**src/rtl/equiv_check_pkg.sv**
```systemverilog
// Shared types and helpers for the spec-vs-impl equivalence check engine.
package equiv_check_pkg;

    localparam int          CNT_W     = 16;
    localparam logic [31:0] LFSR_TAPS = 32'h8020_0003;

    typedef enum logic [2:0] {
        IDLE,
        LOAD,
        WAIT,
        CHECK,
        DONE
    } state_e;

    // Increment that sticks at all-ones instead of wrapping.
    function automatic logic [CNT_W-1:0] sat_inc(input logic [CNT_W-1:0] value);
        return (value == {CNT_W{1'b1}}) ? value : value + CNT_W'(1);
    endfunction

endpackage

```
**src/rtl/equiv_lfsr.sv**
```systemverilog
// 32-bit right-shifting Galois LFSR with seed load and step enable.
module equiv_lfsr
    import equiv_check_pkg::*;
#(
    parameter logic [31:0] SEED = 32'h0000_0001
) (
    input  logic        clk,
    input  logic        reset,
    input  logic        load,
    input  logic        step,
    output logic [31:0] state
);

    logic [31:0] state_q;
    logic [31:0] state_d;

    // Next state: load has priority over step.
    always_comb begin
        state_d = state_q;
        if (load) begin
            state_d = SEED;
        end else if (step) begin
            state_d = {1'b0, state_q[31:1]} ^ (state_q[0] ? LFSR_TAPS : 32'h0);
        end
    end

    // State register; reset returns to the seed so a fresh run replays.
    always_ff @(posedge clk) begin
        if (reset) begin
            state_q <= SEED;
        end else begin
            state_q <= state_d;
        end
    end

    assign state = state_q;

endmodule

```
**src/rtl/equiv_check_engine.sv**
```systemverilog
// Equivalence check engine: drives LFSR stimulus, waits SETTLE cycles, compares
// NCH channels of spec vs impl, counts failing vectors and captures the first.
// Optional build macro EQUIV_XCHECK_EN: any X/Z on an impl channel is also a
// mismatch, and each such vector is reported with a $display line.
module equiv_check_engine
    import equiv_check_pkg::*;
#(
    parameter int          NCH    = 11,
    parameter int          W      = 41,
    parameter int          SW     = 12,
    parameter int          NVEC   = 1000,
    parameter int          SETTLE = 10,
    parameter logic [31:0] SEED   = 32'hACE1_2014
) (
    input  logic                 clk,
    input  logic                 reset,
    input  logic                 start,
    output logic [SW-1:0]        stim,
    input  logic [NCH*W-1:0]     spec_flat,
    input  logic [NCH*W-1:0]     impl_flat,
    output logic                 busy,
    output logic                 done,
    output logic                 pass,
    output logic [CNT_W-1:0]     fail_count,
    output logic [CNT_W-1:0]     vec_index,
    output logic [CNT_W-1:0]     first_fail_vec,
    output logic [SW-1:0]        first_fail_stim,
    output logic [NCH-1:0]       first_fail_mask
);

    // An all-zero seed would lock the LFSR at zero forever.
    localparam logic [31:0] SEED_EFF = (SEED == 32'h0) ? 32'h1 : SEED;
    localparam int          SET_W    = (SETTLE > 1) ? $clog2(SETTLE) : 1;
    // Vector counter is 32 bits so runs longer than 64K vectors still end on time.
    localparam logic [31:0] LAST_VEC = 32'(NVEC - 1);

    state_e             state_q,    state_d;
    logic [SW-1:0]      stim_q,     stim_d;
    logic [SET_W-1:0]   settle_q,   settle_d;
    logic [31:0]        vec_q,      vec_d;
    logic [CNT_W-1:0]   fail_q,     fail_d;
    logic [CNT_W-1:0]   ff_vec_q,   ff_vec_d;
    logic [SW-1:0]      ff_stim_q,  ff_stim_d;
    logic [NCH-1:0]     ff_mask_q,  ff_mask_d;

    logic               lfsr_load;
    logic               lfsr_step;
    logic [31:0]        lfsr_state;
    logic [NCH-1:0]     mask;
`ifdef EQUIV_XCHECK_EN
    logic [NCH-1:0]     x_mask;
`endif

    equiv_lfsr #(.SEED(SEED_EFF)) u_lfsr (
        .clk   (clk),
        .reset (reset),
        .load  (lfsr_load),
        .step  (lfsr_step),
        .state (lfsr_state)
    );

    // Per-channel mismatch; case inequality makes X match X and Z match Z.
    always_comb begin
        mask = '0;
`ifdef EQUIV_XCHECK_EN
        x_mask = '0;
`endif
        for (int k = 0; k < NCH; k++) begin
            mask[k] = (impl_flat[k*W +: W] !== spec_flat[k*W +: W]);
`ifdef EQUIV_XCHECK_EN
            x_mask[k] = $isunknown(impl_flat[k*W +: W]);
            mask[k]   = mask[k] | x_mask[k];
`endif
        end
    end

    // FSM next state and datapath updates.
    always_comb begin
        // NOTE: every variable gets its default first so no path infers a latch.
        state_d   = state_q;
        stim_d    = stim_q;
        settle_d  = settle_q;
        vec_d     = vec_q;
        fail_d    = fail_q;
        ff_vec_d  = ff_vec_q;
        ff_stim_d = ff_stim_q;
        ff_mask_d = ff_mask_q;
        lfsr_load = 1'b0;
        lfsr_step = 1'b0;

        case (state_q)
            IDLE, DONE: begin
                if (start) begin
                    state_d   = LOAD;
                    vec_d     = '0;
                    fail_d    = '0;
                    ff_vec_d  = '0;
                    ff_stim_d = '0;
                    ff_mask_d = '0;
                    lfsr_load = 1'b1;
                end
            end
            LOAD: begin
                stim_d    = lfsr_state[SW-1:0];
                lfsr_step = 1'b1;
                settle_d  = SET_W'(SETTLE - 1);
                state_d   = WAIT;
            end
            WAIT: begin
                if (settle_q == '0) begin
                    state_d = CHECK;
                end else begin
                    settle_d = settle_q - SET_W'(1);
                end
            end
            CHECK: begin
                if (|mask) begin
                    fail_d = sat_inc(fail_q);
                    // fail_count saturates and never wraps, so zero means "no capture yet".
                    if (fail_q == '0) begin
                        ff_vec_d  = vec_q[CNT_W-1:0];
                        ff_stim_d = stim_q;
                        ff_mask_d = mask;
                    end
                end
                if (vec_q == LAST_VEC) begin
                    state_d = DONE;
                end else begin
                    vec_d   = vec_q + 32'd1;
                    state_d = LOAD;
                end
            end
            default: state_d = IDLE;
        endcase
    end

    // State and datapath registers with synchronous reset.
    always_ff @(posedge clk) begin
        // NOTE: non-blocking assignments so every flop samples pre-edge values.
        if (reset) begin
            state_q   <= IDLE;
            stim_q    <= '0;
            settle_q  <= '0;
            vec_q     <= '0;
            fail_q    <= '0;
            ff_vec_q  <= '0;
            ff_stim_q <= '0;
            ff_mask_q <= '0;
        end else begin
            state_q   <= state_d;
            stim_q    <= stim_d;
            settle_q  <= settle_d;
            vec_q     <= vec_d;
            fail_q    <= fail_d;
            ff_vec_q  <= ff_vec_d;
            ff_stim_q <= ff_stim_d;
            ff_mask_q <= ff_mask_d;
        end
    end

`ifdef EQUIV_XCHECK_EN
    // Report each checked vector whose impl outputs carry X/Z.
    always_ff @(posedge clk) begin
        if (!reset && state_q == CHECK && |x_mask) begin
            $display("equiv_check_engine: X/Z on impl at vector %0d stim %h mask %b",
                     vec_q, stim_q, mask);
        end
    end
`endif

    assign stim            = stim_q;
    assign busy            = (state_q == LOAD) || (state_q == WAIT) || (state_q == CHECK);
    assign done            = (state_q == DONE);
    assign pass            = done && (fail_q == '0);
    assign fail_count      = fail_q;
    assign vec_index       = vec_q[CNT_W-1:0];
    assign first_fail_vec  = ff_vec_q;
    assign first_fail_stim = ff_stim_q;
    assign first_fail_mask = ff_mask_q;

endmodule
```
**config.mk**
```make
export PLATFORM = sky130hd
export DESIGN_NAME = equiv_check_engine
export DESIGN_NICKNAME = d
export VERILOG_FILES = /design/src/rtl/equiv_check_pkg.sv /design/src/rtl/equiv_lfsr.sv /design/src/rtl/equiv_check_engine.sv
export SDC_FILE = /design/constraint.sdc
export NUM_CORES = 1
export LEC_CHECK = 0
export BUFFER_PORTS_ARGS = -buffer_cell sky130_fd_sc_hd__buf_4
export CORE_AREA = 3 3 388 390
export CTS_BUF_LIST = sky130_fd_sc_hd__clkbuf_16
export DETAILED_ROUTE_END_ITERATION = 12
export DIE_AREA = 0 0 391 393
export HOLD_SLACK_MARGIN = 0.02
export MAX_ROUTING_LAYER = met4
export PLACE_DENSITY = 0.36
export SYNTH_ARGS = -nofsm -noshare
export SYNTH_HDL_FRONTEND = slang
export SYNTH_HIERARCHICAL = 1
export SYNTH_SLANG_ARGS = --single-unit
export TNS_END_PERCENT = 5
```
**constraint.sdc**
```tcl
create_clock -name clk -period 5.24 [get_ports clk]
set_input_delay 0.262 -clock clk [delete_from_list [all_inputs] [get_ports clk]]
set_output_delay 0.262 -clock clk [all_outputs]
set_load 0.05 [all_outputs]
```
After elaboration in Yosys (flattened, before gate mapping)
Cells that the tools add are included.
- register bits: 138
- output and inout bits: 86
- word-level logic and storage cells: 81
- bits of input ports: 905
- reduce and logical (&&, ||, !) cells: 16
- bitwise gates (word level): 1
- equal/unequal tests: 24
- add/sub/neg operators: 3
- mux-type cells: 28
- operator list (operator ; count):
    $nex 41x41->1 ; 11
    $mux 32 ; 3
    $mux 16 ; 5
    $pmux 16 s2 ; 2
    $pmux 32 s2 ; 1
    $mux 12 ; 3
    $mux 11 ; 3
    $add 32x1->32 const B ; 1
    $eq 32x10->1 const B ; 1
    $xor 31x32->32 ; 1
    $pmux 12 s2 ; 1
    $pmux 11 s2 ; 1
    $add 16x1->16 const B ; 1
    $eq 16x16->1 const B ; 1
    $logic_not 16->1 ; 1
    $ne 2x2->1 const B ; 7
    $pmux 3 s4 ; 1
    $reduce_or 11->1 ; 1
    $mux 3 ; 3
    $pmux 4 s2 ; 1
    $reduce_and 4->1 ; 2
    $eq 3x2->1 const B ; 2
    $logic_not 4->1 ; 1
    $mux 4 ; 1
    11 further kinds ; 17

Longest topological paths before layout
Gate-level depths: netlist of run 1.
- depth after elaboration: 4
- gate-level depth with buffers: 10
- gate-level depth less buffers: 9

Hierarchy
Netlist of run 1, hierarchy kept.
- by module, submodules not included (module ; area an instance (µm²) ; times used ; cells each):
    equiv_check_engine ; 9883.2 ; 1 ; 1210
    equiv_lfsr ; 1234.9 ; 1 ; 108

Worst setup path after synthesis of run 1
No wires, ideal clock.
- path type: reg2reg
- start point: register fail_q[1] (netlist: fail_count[1])
- end point: register fail_q[3] (netlist: fail_count[3])
- data arrival time: 2.463 ns
- slack: 2.632 ns
- library setup time: 0.145 ns
- data required time: 5.095 ns
- cell stages (with the launch flop): 10
- cells stage by stage: dfxtp_1 -> ha_1 -> and3_1 -> nand4_2 -> nor4_2 -> a31oi_2 -> or2_1 -> nand3_1 -> buf_2 -> o31ai_1
- cells in the longest elaborated chain, start to end: 4
- elaborated cells on any way between the ends: 7
- classes of those cells: 1 x add/sub; 2 x eq/ne; 3 x mux; 1 x reduce/logical
- RTL lines (element ; line ; text):
    start, declared ; equiv_check_engine.sv:41 ; logic [CNT_W-1:0] fail_q, fail_d;
    start signal, assigned ; equiv_check_engine.sv:154 ; fail_q <= fail_d;
    $add 16x1->16 ; equiv_check_pkg.sv:17 ; return (value == {CNT_W{1'b1}}) ? value : value + CNT_W'(1);
    $mux 16 ; equiv_check_pkg.sv:17 ;
    $mux 16 ; equiv_check_engine.sv:117 ; if (|mask) begin
    $pmux 16 s2 ; equiv_check_engine.sv:91 ; case (state_q)
Parallel ways exist; a longest one is shown, timed or not. The select of a mux whose other input is x is not followed.
A chain may end at the register's enable or synchronous reset.

Worst setup path after layout of run 1
- start point: input port spec_flat[174]
- end point: register fail_q[2] (netlist: fail_count[2])
- cells in the longest elaborated chain, start to end: 4
- RTL lines (element ; line ; text):
    start, declared ; equiv_check_engine.sv:19 ; input logic [NCH*W-1:0] spec_flat,
    $nex 41x41->1 ; equiv_check_engine.sv:69 ; mask[k] = (impl_flat[k*W +: W] !== spec_flat[k*W +: W]);
    $reduce_or 11->1 ; equiv_check_engine.sv:117 ;
    $ne 2x2->1 (no source line) ; n/a ;
    $reduce_and 4->1 (no source line) ; n/a ;
No other way between the ends.

==> results.cfg, run 1 <==
[placed_design]
dp.cells = 4193
dpl.hpwl_um = 107000
placed_area_um2 = 20700
gp_congestion = 0.899
io_buffers = 990

[logic_synthesis]
yosys_warnings = 6
synth_area_leaders = xnor2_1 (33%), dfxtp_1 (25%), nand4_1 (5.7%)
yosysMostFrequentCell = xnor2_1
ys.flop_type = dfxtp_1
synth-edff-count = 0
yosys-top-cells-count = xnor2_1 (425), dfxtp_1 (138), nand4_1 (102)
ys_ff_latch = 138
syn-cell-area_um2 = 11100
seq_area_frac_synth = 0.248
synthCells = 1318
yosysUniqueCellTypes = 69
synth_top_area_frac = 0.335
synth_nets = 2228
yosysTopAreaCell = xnor2_1
post_synth.cell_area_avg_um2 = 8.44
postSynth.asyncResetShare = 0

[die]
die_h_um = 393
die_x_um = 391
pin_count = 991
coreArea_um2 = 147000
start_util = 0.0754
die-area_um2 = 154000
rows = 141

[min_path]
min_path_type = input port to flop

[setup_path]
crit_fanout = 11
r2r_setup_slack_ns = 2.03
end_kind = flop
arrival_ns = 3.79
path_cells = buf_4 > xnor2_1 > nand3_1 > nor3_1 > nand3_1 > nor4_2 > and3_2 > buf_4 > nor2_1 > o221a_1
crit_family = simple AND/OR/NAND/NOR gates
worst_setup_path_start_kind = input port
cp.required_ns = 5.59
crit_path_max_incr_delay_ns = 0.66
crit_buf_inv = 2
path_class = input port to flop
slowest_stage = nand3_1

[clock_network]
clock-root-buffer = clkbuf_16
cts_tree = built
clock_latency_ns = 0.47
h-tree-depth = 4
clk_pin_slew_ns = 0.06
cts_hold_buf = 0
clockBufferDepth = 2
numCtsBuffers = 17
cts_sinks = 138
cts_resized = 0
post-cts-setup-buffers = 0

[global_route]
grt_first_pass_wirelength_um = 144000
grtUsageTotal = 0.149
grt_pass1_vias = 14200
grt_start_max_net_pins = 50
antenna_found_initial = 105
grt-ovfl-total = 0

[final_layout]
multi_input_area_um2 = 7940
drive_gt1_frac = 0.464
final_nets = 3192
final_cell_area_um2 = 21400
syn2layout_area_growth_pct = 92.8
regArea_um2 = 2760
n_fill_cell = 17000
final_cells = 4274

[drt]
first_iter_violations = 700
wire_per_inst_um = 27.1
remaining_drc_errors = 0
via_per_inst = 3.19
wirelength_um = 116000
ant_nets = 0
num_vias = 13600
first_pass_iters = 5

[timing]
setup_viol = 0
fin_crit_sh = 0.657
finalCriticalPeriod_ns = 3.44
finalHoldViolCount = 0
fin_tns_setup_ns = 0
clock_skew_ns = 0.0185
slew-limit-headroom = 0.242
drv_slew = 0
worstMarginPinSlew_ns = 1.14
fmax_mhz = 290
rsz0062_at_grt = false

[run]
drv_cap = 0

[power_and_ir_drop]
power_density_nw_per_um2 = 201
leakage_uw = 0.00817
peakVddDrop_uv = 188

[run_status]
run_status = finished clean
-- cell type report --
| type | count | area share |
|---|---|---|
| antenna | 49 | 0.00572 |
| clock buffer | 17 | 0.0198 |
| clock inverter | 15 | 0.00846 |
| inverter | 15 | 0.00263 |
| multi-input combinational | 1108 | 0.370 |
| sequential | 138 | 0.129 |
| tap | 1930 | 0.113 |
| timing repair buffer | 1002 | 0.352 |
-- cells in the final DEF, fill, tap and decap left out, drive strengths merged, types with 4 or more instances in the layout --
cell    Yosys  routed
buf        38    1002
o41ai       4       4
o31ai       6       6
xnor2     425     425
nor2       83      83
nor3       19      19
xor2       61      61
a31oi       4       4
o21ai      40      40
nand3      77      77
o211ai     11      11
and3       11      11
clkinv      1       4
clkbuf     19      17
nor4       46      46
ha          5       5
nand4     103     103
and2        4       4
dfxtp     138     138
diode       0      49
inv        14      22
a21oi      61      61
nand2      79      79
mux2i      29      29
-- report_power, final --
group	internal (uW)	switching, uW	total (uW)
logic	865	965	1830
registers	1120	68.2	1190
clock network	719	572	1290
-- per-layer routing --
layer / track usage / wire length [um] / vias up
li1: - / - / 6599
met1: 0.172 / 47800 / 6232
met2: 0.239 / 53300 / 681
met3: 0.0689 / 12900 / 123
met4: 0.0235 / 1750 / 0
met5: - / 0 / -
-- logic make-up after synthesis --
family                     Yosys count  synth area share
xor gates and xnor gates           486             0.383
DFF                                138             0.248
muxes                               30            0.0271
AOI/OAI and AO/OA                  145            0.0864
buffers and inverters               72            0.0388
adders and majority gates            5           0.00563
and+or+nand+nor                    442             0.211
-- path summary, 6_finish.rpt --
path | start | to | cells after the start
min reg2reg | u_lfsr/state[26]$_SDFFE_PP1P_ | u_lfsr/state[26]$_SDFFE_PP1P_ | 2
min | start | state_q[2]$_SDFFE_PP0P_ | 4
max reg2reg | fail_count[0]$_SDFFE_PP0P_ | first_fail_mask[5]$_SDFFE_PP0P_ | 11
max | spec_flat[174] | fail_count[2]$_SDFFE_PP0P_ | 10
-- worst min-delay path, delay by kind of cell --
family / cells / cell delay, ns
simple gates: 2 / 0.09
compound gates: 1 / 0.11
buf+inv: 1 / 0.10
-- flip-flops by register name, indices dropped and copies added, names as in the netlist --
signal / count
u_lfsr/state: 32
first_fail_mask: 11
fail_count: 16
stim: 12
vec_q: 32
state_q: 3
settle_q: 4
first_fail_vec: 16
first_fail_stim: 12
-- through the flow --
step	power (uW)	hold WS [ns]	utilization	setup WS, ns
after floorplan	2090	0.434	-	2.63
after global routing	4560	0.156	0.145	1.51
after detailed placement	3080	0.463	0.140	1.06
final	4310	0.138	0.145	1.80
after CTS	4410	0.109	0.144	1.59
after global placement	3080	0.462	0.140	1.01
No activity file was read; power rests on OpenSTA's default activity.
==> run 2, diff against run 1 <==
- ABC_AREA: default -> 1
- CORE_AREA: 3 3 388 390 -> 3 3 382 384
- DIE_AREA: 0 0 391 393 -> 0 0 385 387
- PLACE_DENSITY: 0.36 -> 0.39
- clock period: 5.24 -> 2.8 ns (I/O delays scaled with it)
==> run 2 against run 1 <==
Compared with the run above:
- die area fell by 3.0%
- critical endpoint is now first_fail_vec[1]$_SDFFE_PP0P_
- total power rose to 2.7 times the previous value
- global-route usage rose by 1.6 points
- final area rose by 10%
- non-clock buffer count rose by 36
- cell count rose by 17%
- area after synthesis rose by 18%
- largest cell class unchanged
- synthesized cell count rose by 58%
- worst hold slack got worse by 0.041 ns
- critical path depth rose by 8
- highest routed layer unchanged
- worst setup slack got worse by 1.4 ns
- combinational power rose to 3.5 times the previous value
==> results.cfg, run 2 <==
[power_and_ir_drop]
leakage_uw = 0.0105
power_density_nw_per_um2 = 496
peakVddDrop_uv = 434
power.total_uw = 11700

[clock_network]
cts_resized = 0
clk_pin_slew_ns = 0.08
cts_tree = built
cts_sinks = 138
clockBufferDepth = 2
clock-root-buffer = clkbuf_16
post-cts-setup-buffers = 0
clock_latency_ns = 0.47
cts_hold_buf = 1
numCtsBuffers = 17
h-tree-depth = 4

[logic_synthesis]
synth_area_leaders = dfxtp_1 (21%), xnor2_1 (16%), nand2_1 (15%)
yosysMostFrequentCell = nand2_1
yosys_warnings = 6
postSynth.asyncResetShare = 0
ys.flop_type = dfxtp_1
syn-cell-area_um2 = 13100
synthMuxAreaShare = 0
synthCells = 2083
post_synth.cell_area_avg_um2 = 6.28
synth_top_area_frac = 0.211
yosysTopAreaCell = dfxtp_1
synth_nets = 2993
synth_xor_area_frac = 0.259
yosys.area_share.simple = 0.359
yosys-top-cells-count = nand2_1 (521), nor2_1 (348), xnor2_1 (242)
synth-compound-area-share = 0.0789
seq_area_frac_synth = 0.211
synth_top_family_by_area = simple AND/OR/NAND/NOR gates
synth-edff-count = 0
ys_ff_latch = 138
yosysUniqueCellTypes = 38
synthAdderAreaFrac = 0.00478

[die]
pin_count = 991
coreArea_um2 = 143000
die_h_um = 387
start_util = 0.0914
die-area_um2 = 149000
die_x_um = 385
rows = 139

[timing]
slew-limit-headroom = 0.244
rsz0062_at_grt = false
finalCriticalPeriod_ns = 2.43
fin_crit_sh = 0.866
setup_viol = 0
fmax_mhz = 412
fin_tns_setup_ns = 0
finalHoldViolCount = 0
worstMarginPinSlew_ns = 1.13
hold-worst-slack_ns = 0.0967
drv_slew = 0
clock_skew_ns = 0.0178

[setup_path]
critPathLaunch = spec_flat[145]
end_kind = flop
crit_fanout = 14
arrival_ns = 2.78
worst_setup_path_start_kind = input port
cp.required_ns = 3.16
worst_r2r_startpoint = fail_count[0]$_SDFFE_PP0P_
path_class = input port to flop

[global_route]
grt_busiest_layer = met2
met1_usage = 0.187
gr-usage-met3 = 0.0439
grtUsageTotal = 0.165
grt_first_pass_wirelength_um = 158000
antenna_found_initial = 89
grt_pass1_vias = 17200
grt-ovfl-total = 0
gr-usage-met2 = 0.296
grt_start_max_net_pins = 52

[drt]
ant_nets = 0
first_pass_iters = 5
first_iter_violations = 1011
wire_per_inst_um = 24.8
wirelength_um = 124000
via_per_inst = 3.44
remaining_drc_errors = 0
num_vias = 17200

[final_layout]
final_common_cell = buf_4
syn2layout_area_growth_pct = 80.4
final_cells = 5002
final_util = 0.165
n_fill_cell = 16600
final_cell_mix = buf_4 (1029), nand2_1 (521), nor2_1 (348)
final_nets = 3976
drive_gt1_frac = 0.377

[min_path]
hp-start = reset
min_path_type = input port to flop

[placed_design]
gp_congestion = 0.962
io_buffers = 990
dpl.hpwl_um = 114000
dp.cells = 4949

[run]
drv_cap = 0

[run_status]
run_status = finished clean
[run 2: cell count changes after synthesis, moves of 11 or more]
cell,delta
nand3_1,+52
nor3_1,+17
xor2_1,+84
nor2_1,+266
a21oi_2,+40
or2_2,+28
a21oi_1,+11
inv_1,+165
nand2_1,+442
nor4_1,-26
xnor2_1,-183
nand4_1,-70
mux2i_1,-29
[run 2: worst paths after layout]
path | depth (start not counted) | endpoint | slack, ns
min reg2reg | 2 | u_lfsr/state[17]$_SDFFE_PP0P_ | 0.46
max reg2reg | 11 | fail_count[5]$_SDFFE_PP0P_ | 0.39
min | 2 | state_q[2]$_SDFFE_PP0P_ | 0.1
max | 18 | first_fail_vec[1]$_SDFFE_PP0P_ | 0.37
[run 2: kinds of logic (layout without fill, tap and decap cells)]
logic type	after synthesis	in the layout
compound gates	167	167
xor+xnor	387	387
fa+ha+maj	5	5
buf+inv	261	1257
flops	138	138
other cells	0	20
simple gates	1125	1125
[run 2: final cells by class]
| class | instances | area (um2) | area share |
|---|---|---|---|
| Clock inverter | 15 | 178 | 0.00753 |
| Antenna cell | 20 | 50.0 | 0.00212 |
| Multi-Input combinational cell | 1684 | 9210 | 0.390 |
| Sequential cell | 138 | 2760 | 0.117 |
| Tap cell | 1903 | 2380 | 0.101 |
| Timing Repair Buffer | 1038 | 7900 | 0.335 |
| Clock buffer | 17 | 425 | 0.0180 |
| Inverter | 187 | 703 | 0.0298 |
[run 2: power by group]
group	leakage (uW)	switching, uW	total (uW)	internal [uW]
Combinational	0.00909	3900	6460	2560
Clock	0.000284	1220	2420	1200
Sequential	0.00113	403	2820	2410
[run 2: stage by stage]
step	area (um2)	setup slack, ns
global route	23600	0.115
floorplan	13100	0.440
detailed placement	22900	-0.130
global placement	22900	-0.158
finish	23600	0.374
CTS	23600	0.376
[run 2: per-layer routing]
metal	routed length, um	part of all wire
met1	49300	0.40
met2	63500	0.51
met3	9490	0.076
met4	1770	0.014
met5	0	0
[run 2: worst max-delay path, stage by stage]
cell and delay (ns):
buf_4 0.11, xor2_1 0.17, buf_4 0.19, nor2_1 0.11, nand2_1 0.29, nor2_1 0.25, nand3_1 0.26, nor2_1 0.21
nand2_1 0.07, nor2_1 0.10, buf_4 0.13, nand3_4 0.10, buf_12 0.17, nand2_1 0.12, buf_12 0.14, nand2_1 0.05
nand2_1 0.05, nor2_1 0.06
==> run 3, diff against run 2 <==
- SETUP_SLACK_MARGIN: default -> 0.5
==> run 3 against run 2 <==
Compared with the run above:
- critical path depth fell by 11
- cell count about the same
- wire length rose by 1.7%
- core utilization about the same
- largest cell class unchanged
- via count increased by 0.54%
- total power is 1.8% lower
- clock skew rose by 0.0045 ns
- die area unchanged
- maximum frequency up 9.0%
- non-clock buffer count down 11
==> results.cfg, run 3 (synthesis results as in run 2) <==
[run_status]
run_status = finished clean

[min_path]
min_path_type = input port to flop
hold_depth = 2

[setup_path]
path_cells = inv_1 > nand3_1 > nor4_2 > nand3_1 > buf_4 > nor3_2 > buf_6
crit_family = simple AND/OR/NAND/NOR gates
crit_path_max_incr_delay_ns = 0.47
cpMostUsedCell = nand3_1
reg2reg_depth = 10
arrival_ns = 2.09
cp.required_ns = 2.66
crit_buf_inv = 3
worst_setup_path_start_kind = flop
crit_fanout = 6
path_depth = 7
path_class = flop to output pin
slowest_stage = dfxtp_1
end_kind = output pin

[global_route]
grt_first_pass_wirelength_um = 159000
gr-usage-met2 = 0.296
grt_start_max_net_pins = 47
grt_pass1_vias = 17100
grt_busiest_layer = met2
met1_usage = 0.193
grt-ovfl-total = 0
grtUsageTotal = 0.167
gr-usage-met3 = 0.0362
antenna_found_initial = 116

[die]
die_x_um = 385
die_h_um = 387
die-area_um2 = 149000
rows = 139
pin_count = 991
coreArea_um2 = 143000
start_util = 0.0914

[timing]
rsz0062_at_grt = true
hold-worst-slack_ns = 0.0721
worstMarginPinSlew_ns = 0.722
clock_skew_ns = 0.0223
drv_slew = 0
fmax_mhz = 449
slew-limit-headroom = 0.519
finalCriticalPeriod_ns = 2.23
setup_ws_ns = 0.574
fin_crit_sh = 0.795
setup_viol = 0
finalHoldViolCount = 0

[clock_network]
clock_latency_ns = 0.48
clock-root-buffer = clkbuf_16
clockBufferDepth = 2
h-tree-depth = 4
cts_sinks = 138
numCtsBuffers = 17
clk_pin_slew_ns = 0.07
cts_tree = built

[final_layout]
final_common_cell = buf_4
final_cell_mix = buf_4 (1016), nand2_1 (521), nor2_1 (345)
drive_gt1_frac = 0.377
syn2layout_area_growth_pct = 80.0
final_cell_area_um2 = 23500
final_util = 0.164
final_nets = 3966

[drt]
num_vias = 17300
via_per_inst = 3.46
first_pass_iters = 5
wire_per_inst_um = 25.2
ant_nets = 0
remaining_drc_errors = 0
first_iter_violations = 961
wirelength_um = 126000

[placed_design]
io_buffers = 990
place_ws_ns = -0.189
dpl.hpwl_um = 116000
gp_congestion = 0.967
placed_area_um2 = 22800

[power_and_ir_drop]
leakage_uw = 0.0104
power_density_nw_per_um2 = 488
peakVddDrop_uv = 394

[run]
drv_cap = 0
[run 3: cell type report]
class | count | area (um2)
timing repair buffer | 1027 | 7830
tap | 1903 | 2380
clock inverter | 15 | 113
clock buffer | 17 | 425
sequential | 138 | 2770
inverter | 187 | 708
antenna | 27 | 67.6
fill | 16600 | 120000
multi-input combinational | 1685 | 9260
[run 3: worst register-to-register path, cell delays in order (launching register included)]
cell and delay, ns:
dfxtp_1 0.47, inv_1 0.14, nand3_1 0.09, nor4_2 0.18
nand3_1 0.15, buf_4 0.21, a21oi_4 0.27, buf_12 0.29
nand3_1 0.17, nand2_1 0.08, nor2_1 0.06
[run 3: final timing paths]
kind / from / end / slack (ns)
worst max-delay path: fail_count[15]$_SDFFE_PP0P_ / pass / 0.57
worst min-delay path: reset / state_q[2]$_SDFFE_PP0P_ / 0.07
worst max register to register: fail_count[15]$_SDFFE_PP0P_ / first_fail_stim[9]$_SDFFE_PP0P_ / 0.60
worst min register to register: u_lfsr/state[29]$_SDFFE_PP1P_ / u_lfsr/state[28]$_SDFFE_PP0P_ / 0.46
[run 3: where the power goes]
part	internal [uW]	total, uW	leakage (uW)	switching (uW)
Combinational	2540	6420	0.00905	3880
Clock	1140	2220	0.000258	1080
Sequential	2420	2850	0.00113	437
Total	6100	11500	0.0104	5390
[run 3: stage by stage]
step	setup TNS, ns	total power [uW]	std cells
2_1_floorplan	0	6440	2083
3_3_place_gp	-8.39	9300	4932
3_5_place_dp	-8.13	9340	4932
4_1_cts	0	11700	4972
5_1_grt	0	12300	4994
6_report	0	11500	4999
[run 3: metal layers]
metal | vias to the layer above | share of wire
li1 | 8481 | -
met1 | 7755 | 0.40
met2 | 857 | 0.50
met3 | 183 | 0.069
met4 | 0 | 0.023
met5 | - | 0
[run 3: what timing repair did]
| action | CTS | global route |
|---|---|---|
| pin swaps | 5 | 0 |
| hold endpoints to repair | 1 | 0 |
| endpoints found under the setup margin | 56 | 77 |
| buffers inserted | 5 | 0 |
| hold buffers | 1 | 0 |
| cloned | 2 | 0 |
| resized for setup | 8 | 6 |
